`src/rtl/gs_pipe_ctrl.sv`:
```
// GoldenSnitch pipeline control: boot/fetch sequencing, PC redirect, per-stage
// flush/halt generation, operand-forward selection and a stall watchdog.
module gs_pipe_ctrl #(
   parameter int NUM_FWD   = 2,
   parameter int FWD_SEL_W = $clog2(NUM_FWD+1),
   parameter int MAX_STALL = 64
) (
   input  logic                 clk,
   input  logic                 rst,
   input  logic                 if_fetch_valid_i,
   input  logic                 id_ready_i,
   input  logic                 id_jump_i,
   input  logic                 ex_br_taken_i,
   input  logic                 ex_ready_i,
   input  logic                 trap_i,
   input  logic                 load_to_use_i,
   input  logic [NUM_FWD-1:0]   rs1_hit_i,
   input  logic [NUM_FWD-1:0]   rs2_hit_i,
   output logic [FWD_SEL_W-1:0] rs1_fwd_sel_o,
   output logic [FWD_SEL_W-1:0] rs2_fwd_sel_o,
   output logic [2:0]           pc_mux_sel_o,
   output logic                 pc_set_o,
   output logic                 instr_fetch_o,
   output logic                 is_decoding_o,
   output logic                 flush_if_o,
   output logic                 flush_id_o,
   output logic                 flush_ex_o,
   output logic                 halt_if_o,
   output logic                 halt_id_o,
   output logic                 halt_ex_o,
   output logic                 stall_timeout_o
);

   typedef enum logic [1:0] {
      S_RESET,
      S_BOOT_SET,
      S_WAIT_FETCH,
      S_DECODE
   } state_t;

   typedef enum logic [2:0] {
      PC_BOOT   = 3'd0,
      PC_NORMAL = 3'd1,
      PC_JUMP   = 3'd2,
      PC_BRANCH = 3'd3,
      PC_TRAP   = 3'd4
   } pc_sel_t;

   localparam int               CNT_W       = $clog2(MAX_STALL+1);
   localparam logic [CNT_W-1:0] STALL_LIMIT = CNT_W'(MAX_STALL);

   state_t           state_q, state_d;
   logic             ex_stall, lu_stall, any_stall;
   logic             any_halt;
   logic [CNT_W-1:0] stall_cnt_q, stall_cnt_d;

   // An unfinished EX op outranks load-to-use: the bubble only goes in once EX has moved.
   assign ex_stall  = !ex_ready_i;
   assign lu_stall  = ex_ready_i && load_to_use_i;
   assign any_stall = ex_stall || lu_stall;
   assign any_halt  = halt_if_o || halt_id_o || halt_ex_o;

   // NOTE: sequential state uses non-blocking (<=) so every flop samples
   // pre-edge values; combinational blocks use blocking (=).
   always_ff @(posedge clk or negedge rst) begin
      if (!rst) begin
         state_q <= S_RESET;
      end else begin
         state_q <= state_d;
      end
   end

   // NOTE: every output and state_d gets a default first, so no path through
   // the case below can leave one unassigned and infer a latch.
   always_comb begin
      state_d       = state_q;
      pc_mux_sel_o  = PC_NORMAL;
      pc_set_o      = 1'b0;
      instr_fetch_o = 1'b0;
      is_decoding_o = 1'b0;
      flush_if_o    = 1'b0;
      flush_id_o    = 1'b0;
      flush_ex_o    = 1'b0;
      halt_if_o     = 1'b0;
      halt_id_o     = 1'b0;
      halt_ex_o     = 1'b0;

      case (state_q)
         S_RESET: begin
            pc_mux_sel_o = PC_BOOT;
            state_d      = S_BOOT_SET;
         end

         S_BOOT_SET: begin
            pc_set_o      = 1'b1;
            pc_mux_sel_o  = PC_BOOT;
            instr_fetch_o = 1'b1;
            state_d       = S_WAIT_FETCH;
         end

         S_WAIT_FETCH: begin
            instr_fetch_o = 1'b1;
            if (trap_i) begin
               pc_set_o     = 1'b1;
               pc_mux_sel_o = PC_TRAP;
               flush_if_o   = 1'b1;
               flush_id_o   = 1'b1;
               flush_ex_o   = 1'b1;
            end else if (if_fetch_valid_i && id_ready_i) begin
               state_d = S_DECODE;
            end
         end

         S_DECODE: begin
            instr_fetch_o = 1'b1;
            if (trap_i) begin
               pc_set_o     = 1'b1;
               pc_mux_sel_o = PC_TRAP;
               flush_if_o   = 1'b1;
               flush_id_o   = 1'b1;
               flush_ex_o   = 1'b1;
               state_d      = S_WAIT_FETCH;
            end else if (ex_br_taken_i && ex_ready_i) begin
               pc_set_o     = 1'b1;
               pc_mux_sel_o = PC_BRANCH;
               flush_if_o   = 1'b1;
               flush_id_o   = 1'b1;
               state_d      = S_WAIT_FETCH;
            end else if (id_jump_i && !any_stall) begin
               pc_set_o     = 1'b1;
               pc_mux_sel_o = PC_JUMP;
               flush_if_o   = 1'b1;
               flush_id_o   = 1'b1;
               state_d      = S_WAIT_FETCH;
            end else begin
               is_decoding_o = !any_stall;
               if (ex_stall) begin
                  halt_if_o = 1'b1;
                  halt_id_o = 1'b1;
                  halt_ex_o = 1'b1;
               end else if (lu_stall) begin
                  halt_if_o  = 1'b1;
                  halt_id_o  = 1'b1;
                  flush_ex_o = 1'b1;
               end
            end
         end

         default: state_d = S_RESET;
      endcase
   end

   // Youngest matching stage wins; walking from the oldest lets it overwrite.
   always_comb begin
      rs1_fwd_sel_o = '0;
      rs2_fwd_sel_o = '0;
      for (int k = NUM_FWD-1; k >= 0; k--) begin
         if (rs1_hit_i[k]) rs1_fwd_sel_o = FWD_SEL_W'(k+1);
         if (rs2_hit_i[k]) rs2_fwd_sel_o = FWD_SEL_W'(k+1);
      end
   end

   always_comb begin
      stall_cnt_d = '0;
      if (any_halt) begin
         stall_cnt_d = (stall_cnt_q == STALL_LIMIT) ? stall_cnt_q : stall_cnt_q + 1'b1;
      end
   end

   // The flag is raised on the same edge that loads STALL_LIMIT into the counter.
   always_ff @(posedge clk or negedge rst) begin
      if (!rst) begin
         stall_cnt_q     <= '0;
         stall_timeout_o <= 1'b0;
      end else begin
         stall_cnt_q <= stall_cnt_d;
         if (stall_cnt_d == STALL_LIMIT) begin
            stall_timeout_o <= 1'b1;
         end
      end
   end

endmodule

```
`config.mk`:
```
export PLATFORM = sky130hd
export DESIGN_NAME = gs_pipe_ctrl
export DESIGN_NICKNAME = d
export VERILOG_FILES = /design/src/rtl/gs_pipe_ctrl.sv
export SDC_FILE = /design/constraint.sdc
export NUM_CORES = 1
export LEC_CHECK = 0
export ABC_AREA = 1
export CAP_MARGIN = 40
export CORE_AREA = 3 3 44 50
export DETAILED_ROUTE_END_ITERATION = 7
export DIE_AREA = 0 0 47 53
export GPL_ROUTABILITY_DRIVEN = 1
export PLACE_DENSITY = 0.77
export SYNTH_ARGS = -nofsm -noshare
export SYNTH_HDL_FRONTEND = slang
export SYNTH_SLANG_ARGS = --single-unit
```
`constraint.sdc`:
```
create_clock -name clk -period 1.5 [get_ports clk]
set_input_delay 0.375 -clock clk [delete_from_list [all_inputs] [get_ports clk]]
set_output_delay 0.375 -clock clk [all_outputs]
set_load 0.02 [all_outputs]
```
Word level (Yosys, flattened, before mapping)
Index checks and enable logic that the tools add are counted.

Bits of input ports: 13. Output and inout bits: 17. Register bits after elaboration: 10. Logic and storage cells: 68.

Reductions and logical operators: 12. Muxes and demuxes: 44. Equal/unequal tests: 8. $add $sub $neg: 1.

Operators with widths (number): $mux W1 (24); $mux W2 (11); $eq A7 B7 Y1 const B (2); $mux W7 (2); $pmux W3 S3 (1); $pmux W2 S4 (1); $add A7 B1 Y7 const B (1); $mux W3 (2); $eq A2 B2 Y1 const B (2); $logic_and A1 B1 Y1 (4); $ne A2 B2 Y1 const B (2); $ne A4 B4 Y1 const B (1); $pmux W1 S2 (2); $pmux W1 S3 (1); $reduce_and A3 Y1 (1); $reduce_or A3 Y1 (1); $eq A2 B1 Y1 const B (1); $logic_not A1 Y1 (2); $logic_not A2 Y1 (1); $logic_or A1 B1 Y1 (2); $reduce_or A2 Y1 (1).

Logic depth before layout (Yosys ltp)
Gate-level depths: netlist (run 1).

Depth after elaboration: 11. Gate-level depth with buffers: 11. Gate-level depth less buffers: 11.

Least setup slack after synthesis (run 1)
OpenSTA, ideal clock, no wires.

Kind: input -> output. Start: in load_to_use_i. End: out is_decoding_o. Path slack: -0.082 ns. Path buffers: 0. Required time: 1.125 ns. Data arrival time: 1.207 ns. Cell stages on the path: 3. Cell sequence: inv_1 -> nand2_1 -> nor4_1.

Cells in the longest elaborated chain, start to end: 8.

Ends and longest elaborated chain: start, declared (RTL line 16) `input logic load_to_use_i,`; $logic_and A1 B1 Y1 * (RTL line 59) `assign lu_stall = ex_ready_i && load_to_use_i;`; $logic_or A1 B1 Y1 * (RTL line 60) `assign any_stall = ex_stall || lu_stall;`; $logic_not A1 Y1 * (RTL line 129, 136); $logic_and A1 B1 Y1 (RTL line 129) `end else if (id_jump_i && !any_stall) begin`; $mux W1 * (RTL line 129); $mux W1 * (RTL line 123) `end else if (ex_br_taken_i && ex_ready_i) begin`; $mux W1 * (RTL line 116) `if (trap_i) begin`; $mux W1 * (RTL line 88) `case (state_q)`; end, declared (RTL line 24) `output logic is_decoding_o,`.

Every way passes the cells marked *; elsewhere a longest branch is shown, timed or not.

Worst setup path after layout (run 1)
Start: reg state_q[1]. End: out pc_set_o.

Cells in the longest elaborated chain, start to end: 2. Elaborated cells between the ends (all ways): 4. Classes of those cells: eq/ne: 3; mux: 1.

Ends and longest elaborated chain: start, declared (RTL line 52) `state_t state_q, state_d;`; start signal, assigned (RTL line 69) `state_q <= state_d;`; $eq A2 B2 Y1 or $eq A2 B1 Y1 (tied branches) (RTL line 88); $pmux W1 S3 * (RTL line 88); end, declared (RTL line 22) `output logic pc_set_o,`.

Marked as above.

==> results of run 1 <==
[power breakdown]
group          switching, mW  internal (mW)
clock                 0.0861          0.147
combinational         0.0914         0.0817
sequential           0.00238          0.273
total                  0.180          0.501
[critical path: stages, from the launching register on]
cell     delay (ns)
dfrtp_1        0.40
buf_4          0.14
buf_4          0.13
nor2_4         0.10
o21ai_1        0.07
buf_2          0.16
[synthesized netlist by cell type (all sizes together)]
| cell type | n | area (um^2) |
|---|---|---|
| a31oi | 1 | 6.26 |
| buf | 4 | 30.0 |
| clkinv | 1 | 5.00 |
| dfrtp | 10 | 250 |
| ha | 2 | 25.0 |
| inv | 22 | 82.6 |
| nand2 | 26 | 110 |
| nand3 | 9 | 60.1 |
| nand4 | 1 | 6.26 |
| nor2 | 13 | 65.1 |
| nor4 | 1 | 6.26 |
| o21a | 1 | 7.51 |
| o21ai | 2 | 10.0 |
| o21bai | 2 | 18.8 |
| o22ai | 1 | 6.26 |
| xnor2 | 2 | 17.5 |
| xor2 | 1 | 8.76 |
[flip-flops by register name, summed over array words and instances, names as in the netlist]
name             count
stall_timeout_o      1
state_q              2
stall_cnt_q          7
[routing by layer]
metal | global-route usage [%] | up-vias | wire length [um]
li1 | - | 391 | -
met1 | 16.1 | 339 | 624
met2 | 32.1 | 30 | 1020
met3 | 4.08 | 0 | 138
met4 | 6.91 | 0 | 0
met5 | 0 | - | 0
[layout make-up]
type                            count  area (um^2)  area share, %
Clock buffer                        4         36.3           3.03
Inverter                           23         87.6           7.32
Sequential cell                    10          250           20.9
Timing Repair Buffer               47          399           33.4
Multi-Input combinational cell     62          400           33.5
Tap cell                           18         22.5           1.88
[cells by family after synthesis]
group / count (synthesis)
DFF: 10
adders and majority gates: 2
xor gates and xnor gates: 3
buffers and inverters: 27
and+or+nand+nor: 50
AOI/OAI and AO/OA: 7
[worst max-delay path by stage]
stage,to,cells past startpoint
after global placement,is_decoding_o,4
after global routing,is_decoding_o,5
after CTS,is_decoding_o,5
after floorplan,flush_ex_o,4
after detailed placement,is_decoding_o,4
final,pc_set_o,5
[stage by stage]
stage | util, % | worst slack [ns]
2_1_floorplan | - | 0.0929
3_3_place_gp | 60.9 | -0.800
3_5_place_dp | 60.9 | -0.844
4_1_cts | 64.7 | -0.173
5_1_grt | 67.9 | -0.188
6_report | 67.9 | -0.129
[repair_timing]
action / in CTS / in global routing
pin swaps: 4 / 5
endpoints found under the setup margin: 18 / 15
endpoints found under the hold margin: 0 / 0
setup buffers: 5 / 4
resized for setup: 95 / 14
==> results.tsv, run 1 <==
metric	value	unit
wl_per_cell	10.8	um
r2r-start	state_q[1]	
routed_wirelength	1.78	mm
initialDrtViolationCount	13	
track_usage	16.8	%
die_width	47	um
crit_required	1.12	ns
clock_sinks	10	
ys_ff_latch	10	
port_buffers	29	
ant_nets	0	
design.core.area	0.00176	mm^2
peakVddDrop	0.000378	V
io_pins	30	
rows	16	
timing_worst_setup_path_type	flop to output port	
first_global_vias	776	
antenna_found_initial	0	
htreeDepth	1	
synth.avg_cell_area	7.23	um^2
grt_remaining_overflow	0	
power_leakage	0.694	nW
final_common_cell	buf_4	
cts_tree	done	
status	finished with violations	
dp_cells	151	
violations	setup timing	
synthAdderAreaFrac	3.50	%
synth_compound_area_share	6.82	%
vias	760	
final_cells	164	
finalNetCount	162	
finalWeightedCongestion	0.737	
worstSetupEndpointType	output port	
max_cap_viol_count	0	
vias_per_cell	4.63	
critical_path_arrival	1.25	ns
whs	0.429	ns
syn-cell-area	716	um^2
initial_core_util	40.6	%
reg2reg_to	stall_timeout_o	
layout_common_cells	25 x buf_4, 19 x nand2_1, 16 x inv_1	
muxShareOfSynthArea	0	%
nFillCells	159	
synth_simple_gate_area_share	34.6	%
power_density	569	mW/mm^2
synth_xor_area_share	3.67	%
drive_gt1_share	42.5	%
max_slew_margin	70.0	%
antenna_cells	0	
synth_top_family_by_area	simple AND/OR/NAND/NOR gates	
first_pass_iters	4	
finalCritPeriodShare	109	%
worst_pin_slew	0.449	ns
tns	-1.10	ns
rrSetupSlack	0.09	ns
dp_hpwl	1.39	mm
start_kind	flop	
cp-startpoint	state_q[1]	
drc	0	
setup_ws	-0.129	ns
setup_viol	11	
netlist_instances	99	
cts_buffer_depth	2	
grt_pass1_wl	2.97	mm
period_needed	1.63	ns
cts_root_buffer	clkbuf_4	
synth_warnings	0	
power	681	uW
path_clk_slew	0.07	ns
finalHoldViolations	0	
finClkSkew	0.00388	ns
die_y	53	um
syn_nets	114	
final_area	0.00120	mm^2
synth.lib_cells_used.distinct	22	
slew_violations	0	
cts_inserted_buffers	3	
syn_to_final_growth	67.1	%
clkLatencyLatePin	0.26	ns
ctsHoldBuffers	0	
max_freq	0.614	GHz
rr_worst_depth	11	
synth_seq_area_share	35.0	%
grt_max_degree	11	
rsz0062_at_grt	true	
dieArea	0.00249	mm^2
path_max_fanout	3	
post_dp_cell_area	0.00107	mm^2
hp-class	input port to async pin	
Note: power is estimated with default switching activity, not from simulation.
==> inputs of run 2 (changes only) <==
--- a/config.mk
+++ b/config.mk
@@ -15,3 +15,4 @@
 export SYNTH_ARGS = -nofsm -noshare
 export SYNTH_HDL_FRONTEND = slang
 export SYNTH_SLANG_ARGS = --single-unit
+export TNS_END_PERCENT = 10
==> constraint.sdc (replaced) <==
create_clock -name clk -period 1.65 [get_ports clk]
set_input_delay 0.4125 -clock clk [delete_from_list [all_inputs] [get_ports clk]]
set_output_delay 0.4125 -clock clk [all_outputs]
set_load 0.02 [all_outputs]
==> run 2 against run 1 <==
The run still ends with setup timing left. First-iteration DRC count down 15%. Sequential share of layout area grew 1.3 points. Power decreased by 10%. Sequential power shrank 9.1%. Register-to-register slack gained 0.14 ns. Routed wire length shrank 8.2%. Critical endpoint is now is_decoding_o. Largest power group unchanged. Highest routed layer unchanged.
==> results.tsv, run 2 (synthesis gave the netlist of run 1 again) <==
metric	value	unit
final_common_cell	nand2_1	
rrSetupSlack	0.23	ns
routed-wl-met3	164	um
first_pass_iters	4	
ant_nets	0	
setup_ws	-0.0290	ns
start_kind	flop	
finalNetCount	156	
nFillCells	157	
cts_buffer_depth	2	
cts_inserted_buffers	3	
dp_hpwl	1.35	mm
track_usage	14.8	%
tns	-0.0563	ns
crit_buf_inv	2	
cpLargestDelayFamily	simple AND/OR/NAND/NOR gates	
max_slew_margin	71.2	%
crit_path_top_delay_cell	dfrtp_1	
cts_tree	done	
worst_pin_slew	0.431	ns
post-place-ws	-0.767	ns
finalWeightedCongestion	0.737	
worstSetupEndpointType	output port	
largest_reg_flops	7	
period_needed	1.68	ns
final_cells	158	
antenna_found_initial	0	
initial_core_util	40.6	%
vias	726	
finalCritPeriodShare	102	%
regMostFlops	stall_cnt_q	
setup_viol	3	
r2r-start	state_q[1]	
first_global_vias	692	
grt_remaining_overflow	0	
largestRegisters	stall_cnt_q: 7 flops, state_q: 2 flops, stall_timeout_o: 1 flops	
grt_max_degree	11	
routed_wirelength	1.63	mm
power_density	543	mW/mm^2
port_buffers	29	
finalHoldViolations	0	
dieArea	0.00249	mm^2
layout_common_cells	21 x nand2_1, 19 x inv_1, 16 x buf_4	
postLayoutCoreUtil	64.0	%
reg2reg_to	stall_timeout_o	
die_y	53	um
dp_cells	151	
status	finished with violations	
syn_to_final_growth	57.5	%
peakVddDrop	0.000437	V
initialDrtViolationCount	11	
critPathMaxStageDelay	0.37	ns
routed.top_layer	met3	
rr_worst_depth	11	
finClkSkew	0.00121	ns
wirelength_met1	604	um
cts_root_buffer	clkbuf_4	
hp-class	input port to async pin	
rows	16	
io_pins	30	
rsz0062_at_grt	true	
max_cap_viol_count	0	
clkLatencyLatePin	0.26	ns
clock_sinks	10	
crit_chain	nand2_1 -> clkinv_2 -> nand2_4 -> nor4_4 -> buf_4	
slew_violations	0	
power_leakage	0.682	nW
max_freq	0.596	GHz
whs	0.456	ns
drc	0	
dr_wl_met2	863	um
timing_worst_setup_path_type	flop to output port	
path_clk_slew	0.07	ns
grt_pass1_wl	2.63	mm
antenna_cells	0	
path_max_fanout	4	
htreeDepth	1	
drive_gt1_share	34.3	%
violations	setup timing	
crit_required	1.24	ns
vias_per_cell	4.59	
design.core.area	0.00176	mm^2
wl_per_cell	10.3	um
critical_path_arrival	1.27	ns
die_width	47	um
run 2: cell count changes in the layout (fill, tap and decap cells not counted), moves of 3 or more:
cell,delta
buf_4,-9
buf_2,+5
dlygate4sd2_1,-4
dlymetal6s2s_1,+4
clkdlybuf4s15_2,-3
inv_1,+3
inv_2,-3
run 2: power by group:
group	leakage, nW	internal, mW	switching, mW
clock network	0.0210	0.134	0.0828
registers	0.129	0.248	0.00209
logic	0.532	0.0660	0.0797
total	0.682	0.448	0.165
run 2: worst max-delay path by stage:
| stage | from | endpoint | slack (ns) | depth (start not counted) |
|---|---|---|---|---|
| after floorplan | ex_br_taken_i | flush_ex_o | 0.20 | 3 |
| after global placement | ex_ready_i | is_decoding_o | -0.72 | 4 |
| after detailed placement | ex_ready_i | is_decoding_o | -0.77 | 4 |
| after CTS | trap_i | halt_ex_o | -0.25 | 5 |
| after global routing | state_q[1] | is_decoding_o | -0.11 | 5 |
| final | state_q[1] | is_decoding_o | -0.03 | 5 |
run 2: final cells by class:
cell class / count / area [um^2] / area share (%)
Multi-Input combinational cell: 62 / 390 / 34.6
Tap cell: 18 / 22.5 / 2.00
Inverter: 23 / 87.6 / 7.77
Timing Repair Buffer: 41 / 340 / 30.2
Clock buffer: 4 / 36.3 / 3.22
Sequential cell: 10 / 250 / 22.2
run 2: what timing repair did:
| action | CTS | global route |
|---|---|---|
| hold endpoints to repair | 0 | 0 |
| setup endpoints to repair | 16 | 16 |
| gates resized for setup | 70 | 21 |
| pin swaps | 0 | 3 |
| cloned | 0 | 0 |
| buffers inserted | 0 | 3 |
| hold buffers | 0 | 0 |
run 2: routing by layer:
layer / vias up / global-route usage (%)
met5: - / 0
met4: 0 / 5.53
met3: 0 / 4.42
met2: 36 / 27.1
met1: 315 / 14.9
li1: 375 / -
run 2: stage by stage:
stage / power, mW / instance area, um^2
floorplan: 0.322 / 722
global placement: 0.400 / 1070
detailed placement: 0.402 / 1070
CTS: 0.610 / 1080
global route: 0.641 / 1130
finish: 0.612 / 1130
==> inputs of run 3 (changes only) <==
--- a/config.mk
+++ b/config.mk
@@ -7,9 +7,9 @@
 export LEC_CHECK = 0
 export ABC_AREA = 1
 export CAP_MARGIN = 40
-export CORE_AREA = 3 3 44 50
+export CORE_AREA = 2 2 43 49
 export DETAILED_ROUTE_END_ITERATION = 7
-export DIE_AREA = 0 0 47 53
+export DIE_AREA = 0 0 45 51
 export GPL_ROUTABILITY_DRIVEN = 1
 export PLACE_DENSITY = 0.77
 export SYNTH_ARGS = -nofsm -noshare
==> run 3 against run 2 <==
The run still ends with setup timing left. Count of clock-buffer cells in the layout fell by 1. Hold slack better by 0.012 ns. Setup slack got worse by 0.016 ns. Critical path depth unchanged. Register-to-register slack worse by 0.04 ns. Critical path type unchanged. Non-clock buffer count increased by 6. Power fell by 9.4%. Clock power is 29% lower.
==> results.tsv, run 3 (synthesis gave the netlist of run 1 again) <==
metric	value	unit
design.core.area	0.00187	mm^2
wl_per_cell	10.3	um
grt-busiest-layer	met2	
initial_core_util	38.2	%
crit_path_top_delay_cell	dfrtp_1	
first_global_vias	697	
grt_max_degree	11	
routed_wirelength	1.69	mm
grt_pass1_wl	2.84	mm
regMostFlops	stall_cnt_q	
vias_per_cell	4.68	
antenna_cells	0	
dp_cells	154	
finClkSkew	0.00162	ns
htreeDepth	1	
syn_to_final_growth	59.4	%
die_y	51	um
post-place-ws	-0.788	ns
port_buffers	29	
finalCritPeriodShare	103	%
grtUsageMet1	17.1	%
track_usage	16.9	%
first_pass_iters	4	
largestRegisters	stall_cnt_q: 7 flops, state_q: 2 flops, stall_timeout_o: 1 flops	
dieArea	0.00230	mm^2
drive_gt1_share	37.2	%
cts_inserted_buffers	3	
initialDrtViolationCount	4	
final_common_cell	buf_4	
max_cap_viol_count	0	
power_density	486	mW/mm^2
rrSetupSlack	0.19	ns
die_width	45	um
dp_hpwl	1.41	mm
finalHoldViolations	0	
clock_sinks	10	
worst_pin_slew	0.450	ns
critical_path_arrival	1.28	ns
peakVddDrop	0.000259	V
cts_buffer_depth	2	
nFillCells	186	
crit_required	1.24	ns
clkLatencyLatePin	0.26	ns
worstSetupEndpointType	output port	
layout_common_cells	21 x buf_4, 20 x nand2_1, 19 x inv_1	
rsz0062_at_grt	true	
setup_viol	9	
io_pins	30	
path_clk_slew	0.06	ns
crit_chain	nand2_1 -> clkinv_2 -> nand2_4 -> nor4_4 -> buf_4	
violations	setup timing	
ant_nets	0	
largest_reg_flops	7	
whs	0.468	ns
status	finished with violations	
vias	768	
period_needed	1.70	ns
grt_remaining_overflow	0	
finalWeightedCongestion	0.712	
cpLargestDelayFamily	simple AND/OR/NAND/NOR gates	
antenna_found_initial	0	
timing_worst_setup_path_type	flop to output port	
grt_use_met3	6.01	%
critPathMaxStageDelay	0.38	ns
cts_root_buffer	clkbuf_4	
hp-class	input port to async pin	
start_kind	flop	
drc	0	
finalNetCount	162	
gr-usage-met2	30.7	%
final_cells	164	
max_slew_margin	69.9	%
path_max_fanout	4	
slew_violations	0	
setup_ws	-0.0453	ns
cts_tree	done	
max_freq	0.590	GHz
crit_buf_inv	2	
rows	17	
power_leakage	0.685	nW
run 3: changes by cell type in the layout (fill, tap and decap cells not counted), moves of 2 or more:
cell	change
dlymetal6s2s_1	-2
buf_4	+5
dlygate4sd2_1	+3
nand2_2	+2
run 3: path summary, 6_finish.rpt:
kind                            startpoint  depth (start not counted)              end
max                             state_q[1]                          5    is_decoding_o
min                                    rst                          1   stall_cnt_q[3]
max reg2reg                     state_q[1]                         11  stall_timeout_o
min reg2reg                stall_timeout_o                          2  stall_timeout_o
min in group clk           stall_timeout_o                          2  stall_timeout_o
max in group asynchronous              rst                          1       state_q[0]
run 3: stage by stage:
step	setup TNS, ns	total power, mW	utilization (%)	cell area [um^2]
detailed placement	-9.78	0.403	58.2	1090
global route	-0.783	0.593	61.0	1140
floorplan	0	0.322	-	722
CTS	-1.78	0.551	57.6	1080
finish	-0.144	0.554	61.0	1140
global placement	-8.90	0.400	58.2	1090
run 3: layer usage:
layer,part of all wire [%],vias up
li1,-,392
met1,38,351
met2,55,23
met3,6.0,2
met4,0.89,0
met5,0,-
run 3: worst reg2reg max path, stage by stage, from the launching register on:
cell	delay, ns
dfrtp_1	0.40
nand2_1	0.10
clkinv_2	0.08
nand2_4	0.10
buf_4	0.14
nor2_8	0.04
buf_4	0.16
nand3_1	0.11
nand2_1	0.06
nor2_1	0.11
nand2_1	0.05
nand2_1	0.05
run 3: power breakdown:
group	switching, mW	total [mW]	internal (mW)
registers	0.00217	0.250	0.248
logic	0.0802	0.149	0.0687
clock network	0.0718	0.155	0.0836
run 3: final cells by class:
| class | count | area (um^2) | area share, % |
|---|---|---|---|
| Clock buffer | 3 | 22.5 | 1.97 |
| Multi-Input combinational cell | 62 | 383 | 33.6 |
| Sequential cell | 10 | 250 | 21.9 |
| Tap cell | 19 | 23.8 | 2.08 |
| Timing Repair Buffer | 47 | 374 | 32.8 |
| Inverter | 23 | 87.6 | 7.68 |
run 3: repair_timing:
action | in CTS | in global routing
setup endpoints to repair | 16 | 15
endpoints found under the hold margin | 0 | 0
gates resized for setup | 66 | 22
cloned | 0 | 0
pin swaps | 1 | 5
hold buffers | 0 | 0
setup buffers | 0 | 7
